## src/rtl/seven_seg_monitor.sv

```systemverilog
// Receive-side checker for a 3-bit up/down counter display: decodes the sampled
// 7-segment pattern, cross-checks it against the LED word and tracks legal steps.
module seven_seg_monitor (
  input  logic       clock,
  input  logic       reset,
  input  logic       HIGH,
  input  logic       LOW,
  input  logic       strobe,
  input  logic       down,
  input  logic       in,
  input  logic [6:0] seg,
  input  logic [2:0] led,
  input  logic       clear,
  output logic [2:0] value,
  output logic       valid,
  output logic       mismatch,
  output logic       step_err,
  output logic       code_err,
  output logic       err_flag,
  output logic [7:0] err_count
);

  typedef enum logic {ACQ, TRACK} state_t;

  state_t     state;
  logic       legal;
  logic [2:0] decoded;
  logic [2:0] expected;
  logic       sample_mismatch;
  logic       sample_step_err;
  logic       sample_err;

  // The constant tie-off pins carry no information the checker needs.
  logic unused_ties;
  assign unused_ties = HIGH ^ LOW;

  // NOTE: every signal driven here gets a default first, so no path can leave
  // it unassigned and infer a latch.
  always_comb begin
    legal   = 1'b1;
    decoded = 3'd0;
    case (seg)
      7'h3F:   decoded = 3'd0;
      7'h06:   decoded = 3'd1;
      7'h5B:   decoded = 3'd2;
      7'h4F:   decoded = 3'd3;
      7'h66:   decoded = 3'd4;
      7'h6D:   decoded = 3'd5;
      7'h7D:   decoded = 3'd6;
      7'h07:   decoded = 3'd7;
      default: legal   = 1'b0;
    endcase
  end

  // Reload wins over direction; the 3-bit arithmetic provides the mod-8 wrap.
  always_comb begin
    expected = value + 3'd1;
    if (!in)       expected = 3'd4;
    else if (down) expected = value - 3'd1;
  end

  assign sample_mismatch = legal && (decoded != led);
  assign sample_step_err = legal && (state == TRACK) && (decoded != expected);
  assign sample_err      = !legal || sample_mismatch || sample_step_err;

  // NOTE: sequential state uses non-blocking assignments so every register
  // samples the pre-edge values, independent of statement order.
  always_ff @(posedge clock or negedge reset) begin
    if (!reset) begin
      state    <= ACQ;
      value    <= 3'd0;
      valid    <= 1'b0;
      mismatch <= 1'b0;
      step_err <= 1'b0;
      code_err <= 1'b0;
    end else if (strobe) begin
      mismatch <= sample_mismatch;
      step_err <= sample_step_err;
      code_err <= !legal;
      if (legal) begin
        state <= TRACK;
        valid <= 1'b1;
        value <= decoded;
      end else begin
        state <= ACQ;
        valid <= 1'b0;
      end
    end
  end

  // Clear has priority over an error reported on the same edge.
  always_ff @(posedge clock or negedge reset) begin
    if (!reset) begin
      err_flag  <= 1'b0;
      err_count <= 8'd0;
    end else if (clear) begin
      err_flag  <= 1'b0;
      err_count <= 8'd0;
    end else if (strobe && sample_err) begin
      err_flag <= 1'b1;
      if (err_count != 8'hFF) err_count <= err_count + 8'd1;
    end
  end

endmodule

```

## config.mk

```make
export PLATFORM = sky130hd
export DESIGN_NAME = seven_seg_monitor
export DESIGN_NICKNAME = d
export VERILOG_FILES = /design/src/rtl/seven_seg_monitor.sv
export SDC_FILE = /design/constraint.sdc
export NUM_CORES = 1
export LEC_CHECK = 0
export BUFFER_PORTS_ARGS = -buffer_cell sky130_fd_sc_hd__buf_2
export CELL_PAD_IN_SITES_DETAIL_PLACEMENT = 0
export CELL_PAD_IN_SITES_GLOBAL_PLACEMENT = 1
export CORE_MARGIN = 2
export CORE_UTILIZATION = 41
export CTS_CLUSTER_SIZE = 20
export DETAILED_ROUTE_END_ITERATION = 12
export GPL_ROUTABILITY_DRIVEN = 0
export PLACE_DENSITY_LB_ADDON = 0.25
export RECOVER_POWER = 25
export SYNTH_ARGS = -nofsm -noshare
export SYNTH_HDL_FRONTEND = slang
export SYNTH_SLANG_ARGS = --single-unit
export TNS_END_PERCENT = 10
```

## constraint.sdc

```tcl
create_clock -name clock -period 3.66 [get_ports clock]
set_clock_uncertainty 0.1 [all_clocks]
set_input_delay 0.366 -clock clock [delete_from_list [all_inputs] [get_ports clock]]
set_output_delay 0.366 -clock clock [all_outputs]
set_load 0.005 [all_outputs]
```

After elaboration in Yosys (flattened, before gate mapping) --
Cells that the tools add are included.
Storage, ports and cells: bits in registers 16, bits in latches 0, memory bits (writable) 0, ROM bits 0, input port bits 18, output and inout port bits 16, memories 0
Cells by class: $add $sub $neg 3, multipliers 0, divide/modulo/power cells 0, magnitude comparators 0, eq/ne operators 11, shift-type cells 0, muxes and demuxes 10, bitwise logic cells 0, reductions and logical operators 12
Operators with widths (count):
- $eq A7 B7 Y1 const B | 5
- $mux W8 | 3
- $pmux W3 S7 | 1
- $eq A7 B3 Y1 const B | 2
- $add A8 B1 Y8 const B | 1
- $ne A8 B8 Y1 const B | 1
- $reduce_or A8 Y1 | 1
- $eq A7 B6 Y1 const B | 1
- $mux W3 | 2
- $ne A3 B3 Y1 | 2
- $logic_and A1 B1 Y1 | 4
- $mux W1 | 4
- $reduce_and A2 Y1 | 2
- $reduce_bool A2 Y1 | 2
- $add A3 B1 Y3 const B | 1
- $sub A3 B1 Y3 const B | 1
- $logic_or A1 B1 Y1 | 2
- $logic_not A1 Y1 | 1

Longest topological paths before layout --
depth after elaboration 9, gate-level depth with buffers 10

Worst setup path before layout --
Ideal clock, no wire load.
kind in2reg, start point input seg[1], end point register err_count[3], setup time 0.078 ns, arrival 2.285 ns, data required time 3.482 ns, slack 1.198 ns, stages 10, cells stage by stage buf_2 > xnor2_1 > or4b_4 > o41ai_2 > nor2_2 > o221ai_2 > o221ai_2 > buf_6 > or3_1 > a21oi_1
Between the ends: longest elaborated chain between the ends 9, elaborated cells on any way between the ends 22, those cells by class 10 x eq/ne; 2 x mux; 10 x reduce/logical
RTL lines:
- from (decl) | RTL line 11 | input logic [6:0] seg,
- $eq A7 B3 Y1 (tied with other cells) | RTL line 42 | case (seg)
- $pmux W3 S7 / $reduce_or A8 Y1 (equally long branches)
- $ne A3 B3 Y1 / $mux W1 (equally long branches) | RTL line 62, 42
- $logic_and A1 B1 Y1 (tied with other cells) | RTL line 62 | assign sample_mismatch = legal && (decoded != led);
- $logic_or A1 B1 Y1 / $logic_and A1 B1 Y1 (equally long branches) | RTL line 64, 63
- $logic_or A1 B1 Y1 (*) | RTL line 64 | assign sample_err = !legal || sample_mismatch || sample_step_err;
- $logic_and A1 B1 Y1 (*) | RTL line 99 | end else if (strobe && sample_err) begin
- $reduce_bool A2 Y1 (no line) (*)
- $reduce_and A2 Y1 (no line) (*)
- to (signal assigned) | RTL line 101 | if (err_count != 8'hFF) err_count <= err_count + 8'd1;
- to (decl) | RTL line 20 | output logic [7:0] err_count
Every way passes the cells marked *; elsewhere a longest branch is shown, timed or not. A chain may end at the register's enable or synchronous reset.

Final worst setup path --
start point register value[0], end point register err_count[1]
Between the ends: longest elaborated chain between the ends 9, elaborated cells on any way between the ends 10, those cells by class 2 x add/sub; 1 x eq/ne; 2 x mux; 5 x reduce/logical
RTL lines:
- from (decl) | RTL line 14 | output logic [2:0] value,
- from (signal assigned) | RTL line 83 | value <= decoded;
- $add A3 B1 Y3 / $sub A3 B1 Y3 (equally long branches) | RTL line 57, 59
- $mux W3 (*) | RTL line 59 | else if (down) expected = value - 3'd1;
- $mux W3 (*) | RTL line 58 | if (!in) expected = 3'd4;
- $ne A3 B3 Y1 (*) | RTL line 63 | assign sample_step_err = legal && (state == TRACK) && (decoded != expected);
- $logic_and A1 B1 Y1 (*) | RTL line 63
- $logic_or A1 B1 Y1 (*) | RTL line 64
- $logic_and A1 B1 Y1 (*) | RTL line 99
- $reduce_bool A2 Y1 (no line) (*)
- $reduce_and A2 Y1 (no line) (*)
Marked as above.

==> reports/results.tsv <==
stage	metric	value	unit
layout	finalInstanceArea	0.00136	mm²
worst_setup_path	reg2regPathDepth	8	
logic_synthesis	syn_inst	125	
worst_setup_path	worstSetupEndpointType	flop	
run	cap_violations	0	
cts	clkLatencyLatePin	0.28	ns
worst_setup_path	crit_path_end	err_count[1]	
logic_synthesis	synth-edff-count	0	
cts	cts_tree	done	
logic_synthesis	synthXorXnorAreaFrac	6.36	%
cts	numCtsBuffers	3	
sta	tightest_slew	0.870	ns
floorplanning	start_util	42.8	%
cts	cts_max_level	1	
cts	postCtsSetupBuffers	0	
logic_synthesis	ys_top_cells_by_count	16 x dfrtp_1, 12 x nand2_1, 9 x o21ai_0, 8 x inv_1, 7 x nor2_1	
logic_synthesis	synth-seq-area-share	33.9	%
placement	dp.cells	181	
sta	setup-tns-final	0	ns
placement	pre_cts_ws	0.742	ns
logic_synthesis	yosysMostFrequentCell	dfrtp_1	
layout	postLayoutCoreUtil	49.3	%
pwr	switching_share	30.1	%
worst_setup_path	timing.critical_path.cells	fa_1, nand2_1, xnor2_1, o2111ai_1, o211ai_2, o221ai_2, mux2i_1, nor2_1	
worst_setup_path	rrSetupSlack	0.92	ns
logic_synthesis	synth_top_family_by_area	simple AND/OR/NAND/NOR gates	
worst_setup_path	r2r_end	err_count[1]	
pwr	p_total	0.402	mW
routing	wl	2600	µm
worst_setup_path	crit_type	flop to flop	
floorplanning	pin_count	34	
worst_hold_path	min_from	clear	
sta	relSlewSlack	42.0	%
worst_setup_path	worst_ep_arrival_time	2.80	ns
cts	cts-root-buf	clkbuf_4	
placement	io_buffer_count	31	
sta	hold_ws	0.268	ns
logic_synthesis	synth_ff_type	dfrtp_1	
cts	clkTransAtPathRegs	0.09	ns
logic_synthesis	synth_compound_area_share	24.0	%
logic_synthesis	syn_nets	145	
sta	fin_crit	2.74	ns
layout	drive_gt1_share	27.9	%
floorplanning	die-area	0.00333	mm²
worst_setup_path	critPathLaunchType	flop	
worst_setup_path	required	3.73	ns
routing	drt_iter0_drc	25	
logic_synthesis	yosysTopAreaCellShare	33.9	%
logic_synthesis	synthAdderAreaFrac	2.75	%
floorplanning	coreArea	0.00276	mm²
logic_synthesis	syn_avg_cell_area	9.45	µm²
routing	vias	1082	
pwr	p_seq_share	49.9	%
grt	antenna_found_initial	0	
sta	post-route-period-util	74.7	%
grt	grt_max_degree	17	
logic_synthesis	synthMuxAreaShare	1.69	%
outcome	status	finished, final reports clean	
cts	ctsResizeCount	0	
floorplanning	die_h	57.7	µm
worst_setup_path	slowest_delay	0.60	ns
logic_synthesis	ys_ff_latch	16	
logic_synthesis	post-synth-top-area-cell	dfrtp_1	
pwr	power.share.clock	22.0	%
worst_setup_path	slowest_stage	fa_1	
logic_synthesis	synthArstFlopShare	100	%
worst_setup_path	startpoint	value[0]	
logic_synthesis	ys_warn_count	0	
sta	setup_viol	0	
worst_hold_path	hold_path_class	primary input to flop	
pwr	leakage	0.628	nW
logic_synthesis	synth.distinct_cells	51	
pwr	power_switching	0.121	mW
worst_setup_path	rr_startpoint	value[0]	
logic_synthesis	synth_area_leaders	dfrtp_1 34%, o21ai_0 3.8%, nand2_1 3.8%	
pwr	intPower	0.281	mW
logic_synthesis	yosys.area_share.simple	24.8	%
grt	grt_pass1_vias	1026	
floorplanning	die_w	57.7	µm
placement	dp_hpwl	1980	µm
floorplanning	num_rows	19	
layout	stdcell_count	185	
pwr	vdd_drop_max	0.241	mV
placement	placed_cell_area	0.00133	mm²
routing	detail-route-antenna-nets	0	
grt	gr-total-overflow	0	
logic_synthesis	syn_area	0.00118	mm²
sta	hold_viol_final	0	
layout	num_antenna_cells	0	
worst_setup_path	cp_max_fo	12	
grt	track_usage	17.4	%
sta	timing.fmax	0.366	GHz
pwr	power_density	296	mW/mm²
routing	drc	0	
sta	setup_slack	0.925	ns
grt	grt_pass1_wl	4550	µm
cts	clkSinkCount	16	
cts	clockBufferDepth	2	
routing	avgViaCountPerCell	5.85	
layout	area_delta_synth_final	15.1	%
routing	drt-pass1-iter-count	4	
sta	maxSlewViolCount	0	
sta	rsz0062_at_grt	false	
layout	final_nets	176	
cts	hold_buffers	1	
routing	wire_per_inst	14.0	µm
pwr	power_frac_comb	28.0	%
## worst min-delay path by stage
stage                    to  slack [ns]  depth (start not counted)
3_3_place_gp       value[0]        0.20                          1
4_1_cts        err_count[4]        0.25                          2
3_5_place_dp       value[0]        0.20                          1
5_1_grt        err_count[7]        0.25                          2
2_1_floorplan      code_err       -0.03                          0
6_report       err_count[4]        0.27                          2
## cells in the final DEF (no fill, tap or decap), types with 2 or more instances in the layout
cell type and n:
clkbuf_4 3, or3_1 3, or4_1 3, nand4bb_1 2
nand2b_1 2, a21oi_1 6, xor2_1 3, buf_2 30
xnor2_1 3, nand2_1 12, nand3b_1 2, dfrtp_1 16
o31ai_1 2, o221ai_2 2, o2bb2ai_1 2, nand4b_1 2
inv_1 8, o21ai_0 9, nand3_1 5, nor2_1 7
mux2i_1 2
## critical path: cells and delay by family, from the launching register on
| family | cells | cell delay (ns) |
|---|---|---|
| AOI/OAI and AO/OA | 3 | 0.97 |
| adders and majority gates | 1 | 0.60 |
| DFF | 1 | 0.44 |
| muxes | 1 | 0.26 |
| and+or+nand+nor | 2 | 0.14 |
| xor gates and xnor gates | 1 | 0.12 |
## metal layers
layer	global-route usage [%]	part of all wire [%]	vias to the layer above
met4	2.99	0.39	0
met2	29.9	50	24
met3	4.69	4.2	2
met5	0	0	-
met1	22.4	45	524
li1	-	-	532
## area by class of cell
type,instances,area (µm²)
flip-flops and latches,16,400
fillers,275,1400
clock buffers,3,22.5
repair buffers,32,164
multi-input cells,95,704
inverters,8,30.0
well taps,31,38.8
## power groups by stage
stage,clock network (mW),registers (mW),logic (mW)
2_1_floorplan,0,0.204,0.0746
3_3_place_gp,0,0.204,0.110
3_5_place_dp,0,0.205,0.112
4_1_cts,0.0954,0.201,0.114
5_1_grt,0.106,0.204,0.126
6_report,0.0887,0.201,0.113
## kinds of logic (layout without fill, tap and decap cells)
kind of cell | Yosys count | after routing
flip-flops | 16 | 16
XOR/XNOR | 7 | 7
AO/OA/AOI/OAI | 36 | 36
AND/OR/NAND/NOR | 48 | 48
multiplexers | 2 | 2
adder cells (fa/ha/maj) | 2 | 2
buffers and inverters | 14 | 43
## flip-flops by register name, indices dropped and copies added (netlist names)
signal     flops
state          1
mismatch       1
value          3
err_flag       1
code_err       1
err_count      8
step_err       1
Note: power is estimated with default switching activity, not from simulation.
